`src/rtl/cs_pkg.sv`:
```
// Shared types and constants for the CS window-average block and its BIST driver.
package cs_pkg;

  localparam int X_W   = 8;
  localparam int Y_W   = 10;
  localparam int SUM_W = 12;
  localparam int ACC_W = SUM_W + 1;
  localparam int WIN   = 9;
  localparam int SIG_W = 16;

  // x^8+x^6+x^5+x^4+1, Fibonacci form shifting left
  localparam logic [X_W-1:0]   LFSR_TAPS = 8'hB8;
  localparam logic [SIG_W-1:0] MISR_POLY = 16'h1021;

  typedef enum logic [2:0] {
    S_IDLE,
    S_FILL,
    S_RUN,
    S_FLUSH,
    S_DONE
  } state_t;

  typedef enum logic [1:0] {
    M_LFSR  = 2'b00,
    M_RAMP  = 2'b01,
    M_CONST = 2'b10,
    M_LFSR2 = 2'b11
  } mode_t;

  function automatic logic [X_W-1:0] lfsr_step(
    input logic [X_W-1:0] v
  );
    return {v[X_W-2:0], ^(v & LFSR_TAPS)};
  endfunction

  function automatic logic [SIG_W-1:0] misr_step(
    input logic [SIG_W-1:0] s,
    input logic [Y_W-1:0]   y
  );
    return {s[SIG_W-2:0], 1'b0}
         ^ (s[SIG_W-1] ? MISR_POLY : '0)
         ^ {{(SIG_W-Y_W){1'b0}}, y};
  endfunction

endpackage

```
`src/rtl/cs_golden.sv`:
```
// Combinational golden model of the CS window average: 9 samples in, Y out.
module cs_golden
  import cs_pkg::*;
(
  input  logic [WIN*X_W-1:0] win_i,
  output logic [Y_W-1:0]     yg_o
);

  logic [SUM_W-1:0] sum;
  logic [SUM_W-1:0] avg;
  logic [X_W-1:0]   xa;
  logic [ACC_W-1:0] acc;

  always_comb begin
    sum = '0;
    for (int i = 0; i < WIN; i++) begin
      sum = sum + SUM_W'(win_i[i*X_W +: X_W]);
    end
    avg = sum / SUM_W'(WIN);
    // the window minimum never exceeds the average, so xa is always found
    xa = '0;
    for (int i = 0; i < WIN; i++) begin
      if ((SUM_W'(win_i[i*X_W +: X_W]) <= avg) &&
          (win_i[i*X_W +: X_W] > xa)) begin
        xa = win_i[i*X_W +: X_W];
      end
    end
    acc  = ACC_W'(sum) + ACC_W'(xa) * ACC_W'(WIN);
    yg_o = Y_W'(acc >> 3);
  end

endmodule

```
`src/rtl/cs_bist_driver.sv`:
```
// Self-test stream source and checker for CS: drives X, checks Y against golden.
// Define CS_BIST_SIGNATURE_EN to add a 16-bit MISR signature port (sig).
module cs_bist_driver
  import cs_pkg::*;
#(
  parameter int             N_PAT   = 2000,
  parameter int             DUT_LAT = 1,
  parameter logic [X_W-1:0] SEED    = 8'hA5
) (
  input  logic             clk,
  input  logic             reset,
  input  logic             start,
  input  logic [1:0]       mode,
  output logic [X_W-1:0]   X,
  input  logic [Y_W-1:0]   Y,
  output logic             busy,
  output logic             done,
  output logic             pass,
  output logic [15:0]      err_cnt
`ifdef CS_BIST_SIGNATURE_EN
  ,
  output logic [SIG_W-1:0] sig
`endif
);

  localparam int IDX_W = $clog2(N_PAT);
  localparam int FC_W  = $clog2(DUT_LAT + 1);
  localparam int HIST  = WIN - 1;

  function automatic logic [X_W-1:0] first_sample(
    input mode_t m
  );
    logic [X_W-1:0] r;
    unique case (m)
      M_RAMP, M_CONST: r = SEED;
      default:         r = (SEED == '0) ? X_W'(1) : SEED;
    endcase
    return r;
  endfunction

  function automatic logic [X_W-1:0] next_sample(
    input mode_t          m,
    input logic [X_W-1:0] v
  );
    logic [X_W-1:0] r;
    unique case (m)
      M_RAMP:  r = v + X_W'(1);
      M_CONST: r = v;
      default: r = lfsr_step(v);
    endcase
    return r;
  endfunction

  state_t                       state_q, state_d;
  mode_t                        mode_q, mode_d;
  logic [X_W-1:0]               x_q, x_d;
  logic [HIST-1:0][X_W-1:0]     hist_q, hist_d;
  logic [IDX_W-1:0]             idx_q, idx_d;
  logic [FC_W-1:0]              fc_q, fc_d;
  logic [DUT_LAT-1:0][Y_W-1:0]  ygl_q, ygl_d;
  logic [DUT_LAT-1:0]           vld_q, vld_d;
  logic [15:0]                  err_q, err_d;
`ifdef CS_BIST_SIGNATURE_EN
  logic [SIG_W-1:0]             sig_q, sig_d;
`endif

  logic [Y_W-1:0] yg;
  logic           cmp;
  logic           mis;

  // window for the sample currently on X: 8 previous samples plus X itself
  cs_golden u_golden (
    .win_i ({hist_q, x_q}),
    .yg_o  (yg)
  );

  assign cmp = vld_q[DUT_LAT-1];

  always_comb begin
    mis = 1'b0;
    // written as if/else so an unknown Y falls into the mismatch branch
    if (Y == ygl_q[DUT_LAT-1]) mis = 1'b0;
    else                       mis = 1'b1;
  end

  always_comb begin
    state_d = state_q;
    mode_d  = mode_q;
    x_d     = x_q;
    hist_d  = hist_q;
    idx_d   = idx_q;
    fc_d    = fc_q;
    err_d   = err_q;
`ifdef CS_BIST_SIGNATURE_EN
    sig_d   = sig_q;
`endif

    ygl_d[0] = yg;
    vld_d[0] = (state_q == S_RUN);
    for (int i = 1; i < DUT_LAT; i++) begin
      ygl_d[i] = ygl_q[i-1];
      vld_d[i] = vld_q[i-1];
    end

    if (cmp) begin
      if (mis && (err_q != 16'hFFFF)) err_d = err_q + 16'd1;
`ifdef CS_BIST_SIGNATURE_EN
      sig_d = misr_step(sig_q, Y);
`endif
    end

    unique case (state_q)
      S_IDLE, S_DONE: begin
        if (start) begin
          mode_d  = mode_t'(mode);
          x_d     = first_sample(mode_t'(mode));
          idx_d   = '0;
          err_d   = '0;
`ifdef CS_BIST_SIGNATURE_EN
          sig_d   = '1;
`endif
          state_d = S_FILL;
        end
      end
      S_FILL: begin
        hist_d = {hist_q[HIST-2:0], x_q};
        x_d    = next_sample(mode_q, x_q);
        idx_d  = idx_q + IDX_W'(1);
        if (idx_q == IDX_W'(HIST - 1)) state_d = S_RUN;
      end
      S_RUN: begin
        hist_d = {hist_q[HIST-2:0], x_q};
        if (idx_q == IDX_W'(N_PAT - 1)) begin
          fc_d    = '0;
          state_d = S_FLUSH;
        end else begin
          x_d   = next_sample(mode_q, x_q);
          idx_d = idx_q + IDX_W'(1);
        end
      end
      S_FLUSH: begin
        fc_d = fc_q + FC_W'(1);
        if (fc_q == FC_W'(DUT_LAT - 1)) state_d = S_DONE;
      end
      default: state_d = S_IDLE;
    endcase
  end

  always_ff @(posedge clk or posedge reset) begin
    if (reset) begin
      state_q <= S_IDLE;
      mode_q  <= M_LFSR;
      x_q     <= '0;
      hist_q  <= '0;
      idx_q   <= '0;
      fc_q    <= '0;
      ygl_q   <= '0;
      vld_q   <= '0;
      err_q   <= '0;
`ifdef CS_BIST_SIGNATURE_EN
      sig_q   <= '1;
`endif
    end else begin
      state_q <= state_d;
      mode_q  <= mode_d;
      x_q     <= x_d;
      hist_q  <= hist_d;
      idx_q   <= idx_d;
      fc_q    <= fc_d;
      ygl_q   <= ygl_d;
      vld_q   <= vld_d;
      err_q   <= err_d;
`ifdef CS_BIST_SIGNATURE_EN
      sig_q   <= sig_d;
`endif
    end
  end

  assign X       = x_q;
  assign busy    = (state_q == S_FILL) || (state_q == S_RUN) ||
                   (state_q == S_FLUSH);
  assign done    = (state_q == S_DONE);
  assign pass    = (state_q == S_DONE) && (err_q == '0);
  assign err_cnt = err_q;
`ifdef CS_BIST_SIGNATURE_EN
  assign sig     = sig_q;
`endif

endmodule

```
`config.mk`:
```
export PLATFORM = sky130hd
export DESIGN_NAME = cs_bist_driver
export DESIGN_NICKNAME = d
export VERILOG_FILES = /design/src/rtl/cs_pkg.sv /design/src/rtl/cs_golden.sv /design/src/rtl/cs_bist_driver.sv
export SDC_FILE = /design/constraint.sdc
export NUM_CORES = 1
export LEC_CHECK = 0
export CAP_MARGIN = 20
export CELL_PAD_IN_SITES_DETAIL_PLACEMENT = 1
export CELL_PAD_IN_SITES_GLOBAL_PLACEMENT = 1
export CORE_MARGIN = 5
export CORE_UTILIZATION = 50
export CTS_BUF_LIST = sky130_fd_sc_hd__clkbuf_8
export DETAILED_ROUTE_END_ITERATION = 10
export PLACE_DENSITY = 0.95
export SYNTH_ARGS = -nofsm -noshare
export SYNTH_HDL_FRONTEND = slang
export SYNTH_SLANG_ARGS = --single-unit
```
`constraint.sdc`:
```
create_clock -name clk -period 32 [get_ports clk]
set_input_delay 4.8 -clock clk [delete_from_list [all_inputs] [get_ports clk]]
set_output_delay 4.8 -clock clk [all_outputs]
set_load 0.02 [all_outputs]
```
==> flow_summary.ini <==
[status]
outcome = finished, violations left
failed_checks = setup timing

[routing]
routed-wl-met2_mm = 23.3
ant_nets = 0
avgRoutedWirePerCell_um = 26.2
viasPerCell = 6.72
first_pass_iters = 6
vias = 12700
top_layer = met4
drtIter0Drc = 1575
route.met3.wl_mm = 4.00
drc_errors = 0
wl_met1_mm = 18.6
routed_wl_mm = 49.6

[worst_hold_path]
hold-path-cell-count = 1
whs_endpoint = idx_q[0]
hp-start = idx_q[0]
hp-class = flip-flop to flip-flop

[synthesis]
ys_ff_latch = 116
async_flop_share_pct = 100
yosysTopAreaCell = dfrtp_1
synth-edff-count = 0
synth_area_um2 = 12700
yosysSeqAreaShare_pct = 22.8
synth_top_area_share_pct = 22.8
synth_flop_cell = dfrtp_1
synthTopCellsByArea = dfrtp_1 (23%), ha_1 (17%), fa_1 (8.3%)
syn_inst = 1500
syn_nets = 1744
yosysWarnings = 0
avgSynthCellArea_um2 = 8.47
synth_cell_types = 91

[sta]
fin_tns_setup_ps = -258
finalWorstSetupSlack_ps = -103
slew_violations = 0
tightest_slew_ps = 1070
slew_headroom_pct = 28.6
max_freq_ghz = 0.0311
min_period_over_period_pct = 100
skew_ps = 15.7
fin_hold_ws_ps = 540
hold_viol = 0
setup_viol = 6
period_needed_ps = 32100

[worst_setup_path]
r2r_cells = 147
timing.rr.end = ygl_q[6]
cp_slowest_stage_delay_ps = 560
cp_data_required_time_ps = 32390
critPathSlowestCell = fa_1
r2r_slack_ps = -100
crit_top_cell = ha_1
crit_fanout = 16
start_kind = flip-flop
cp_data_arrival_time_ps = 32490
path_class = flip-flop to flip-flop
endpoint_kind = flip-flop
rr_startpoint = X[0]

[floorplan]
core_um2 = 25100
initial_core_util_pct = 50.6
dieArea_um2 = 28700
die_h_um = 169
chipWidth_um = 169
num_rows = 58
pin_count = 42

[final_layout]
nets = 1795
layout_commonest_cell = ha_1
drive_gt1_share_pct = 9.65
area_growth_pct = 11.9
layout_common_cells = ha_1 (176), nand2_1 (173), inv_1 (163), dfrtp_1 (115), o21ai_0 (104)
antenna_cells = 0
fillers = 2990
seq_area_um2 = 2900
multi_input_area_um2 = 9230

[clock_network]
hold_buffers = 0
cts.reportedPaths.clkPinSlew_ps = 90
cts.sinks = 116
cts_buffer_depth = 2
insertion_delay_ps = 480
cts-htree-levels = 4
tritoncts = yes
numCtsBuffers = 17
clock-root-buffer = clkbuf_8

[grt]
grt_pass1_wl_mm = 74.2
grt_max_degree = 66
grtUsageTotal_pct = 32.6
grt_pass1_vias = 13600
antenna_found_initial = 0
overflow = 0

[placement]
place.gp.congestion = 0.977
dp_hpwl_mm = 34.7
pre_cts_slack_ps = -400
port_buffers = 41

[flow_run]
cap_violations = 0
[logic make-up (layout without fill, tap and decap cells)]
| family | after synthesis | count (layout) | synth area share (%) |
|---|---|---|---|
| AOI/OAI and AO/OA | 369 | 369 | 19.0 |
| xor gates and xnor gates | 67 | 67 | 4.77 |
| adders and majority gates | 231 | 231 | 25.8 |
| buffers and inverters | 203 | 267 | 6.16 |
| DFF | 116 | 116 | 22.8 |
| muxes | 46 | 46 | 4.03 |
| and+or+nand+nor | 468 | 468 | 17.3 |
[worst max-delay path, delay by kind of cell, from the launching register on]
family	cells	cell delay (ps)
AOI/OAI and AO/OA	63	13620
xor gates and xnor gates	5	1060
adders and majority gates	20	6750
buffers and inverters	19	2560
DFF	1	490
muxes	7	1940
and+or+nand+nor	33	5500
[routing by layer]
layer  global-route usage, %  vias up
met5                       0        -
met4                    19.6        0
met3                    6.87      319
met2                    54.0      767
met1                    39.2     6270
li1                        -     5368
[repair_timing]
| item | 4_1_cts | 5_1_grt |
|---|---|---|
| gates resized for setup | 12 | 24 |
| pin swaps | 1 | 5 |
| setup buffers | 0 | 15 |
| endpoints found under the setup margin | 10 | 10 |
| hold endpoints to repair | 0 | 0 |
[synth_stat cells, types with 11 or more instances]
cell type / number
nand2_1: 176
xnor2_1: 40
a211oi_1: 11
or3_1: 11
a21o_1: 28
nor3_1: 22
mux2i_1: 19
fa_1: 53
nand3_1: 47
clkbuf_1: 29
o21a_1: 16
nor2b_1: 19
dfrtp_1: 116
ha_1: 176
xor2_1: 26
a31oi_1: 18
a21oi_1: 91
nand4_1: 21
nor2_1: 93
o21ai_0: 106
nand2b_1: 20
inv_1: 164
mux2_2: 23
and3_1: 14
[state kept, by name (all words and copies together), names as in the netlist]
| signal | cells |
|---|---|
| hist_q | 64 |
| err_cnt | 16 |
| idx_q | 11 |
| ygl_q | 10 |
| X | 8 |
| state_q | 3 |
| mode_q | 2 |
| cmp | 1 |
| fc_q | 1 |
[final cells by class]
class	instances	area share, %
multi-input cells	1181	64.9
flip-flops and latches	116	20.4
inverters	167	4.44
repair buffers	68	4.31
well taps	330	2.90
clock buffers	17	1.64
clock inverters	15	1.37
[worst max-delay path by stage]
stage | endpoint | slack (ps) | from
6_report | ygl_q[6] | -100 | X[0]
5_1_grt | ygl_q[7] | -1210 | X[0]
4_1_cts | ygl_q[6] | 110 | X[0]
3_5_place_dp | ygl_q[6] | -400 | X[0]
3_3_place_gp | ygl_q[6] | 2090 | X[0]
2_1_floorplan | ygl_q[6] | 3850 | X[0]
[stage by stage]
stage / util (%) / area [um2] / instances
after global placement: 53.7 / 13500 / 1845
final: 56.7 / 14200 / 1894
after detailed placement: 53.7 / 13500 / 1845
after CTS: 55.7 / 14000 / 1877
after floorplan: - / 12700 / 1500
after global routing: 56.7 / 14200 / 1894
Power is not shown: default switching activity piles up to over one toggle a cycle in this logic, so the estimate is an artifact.
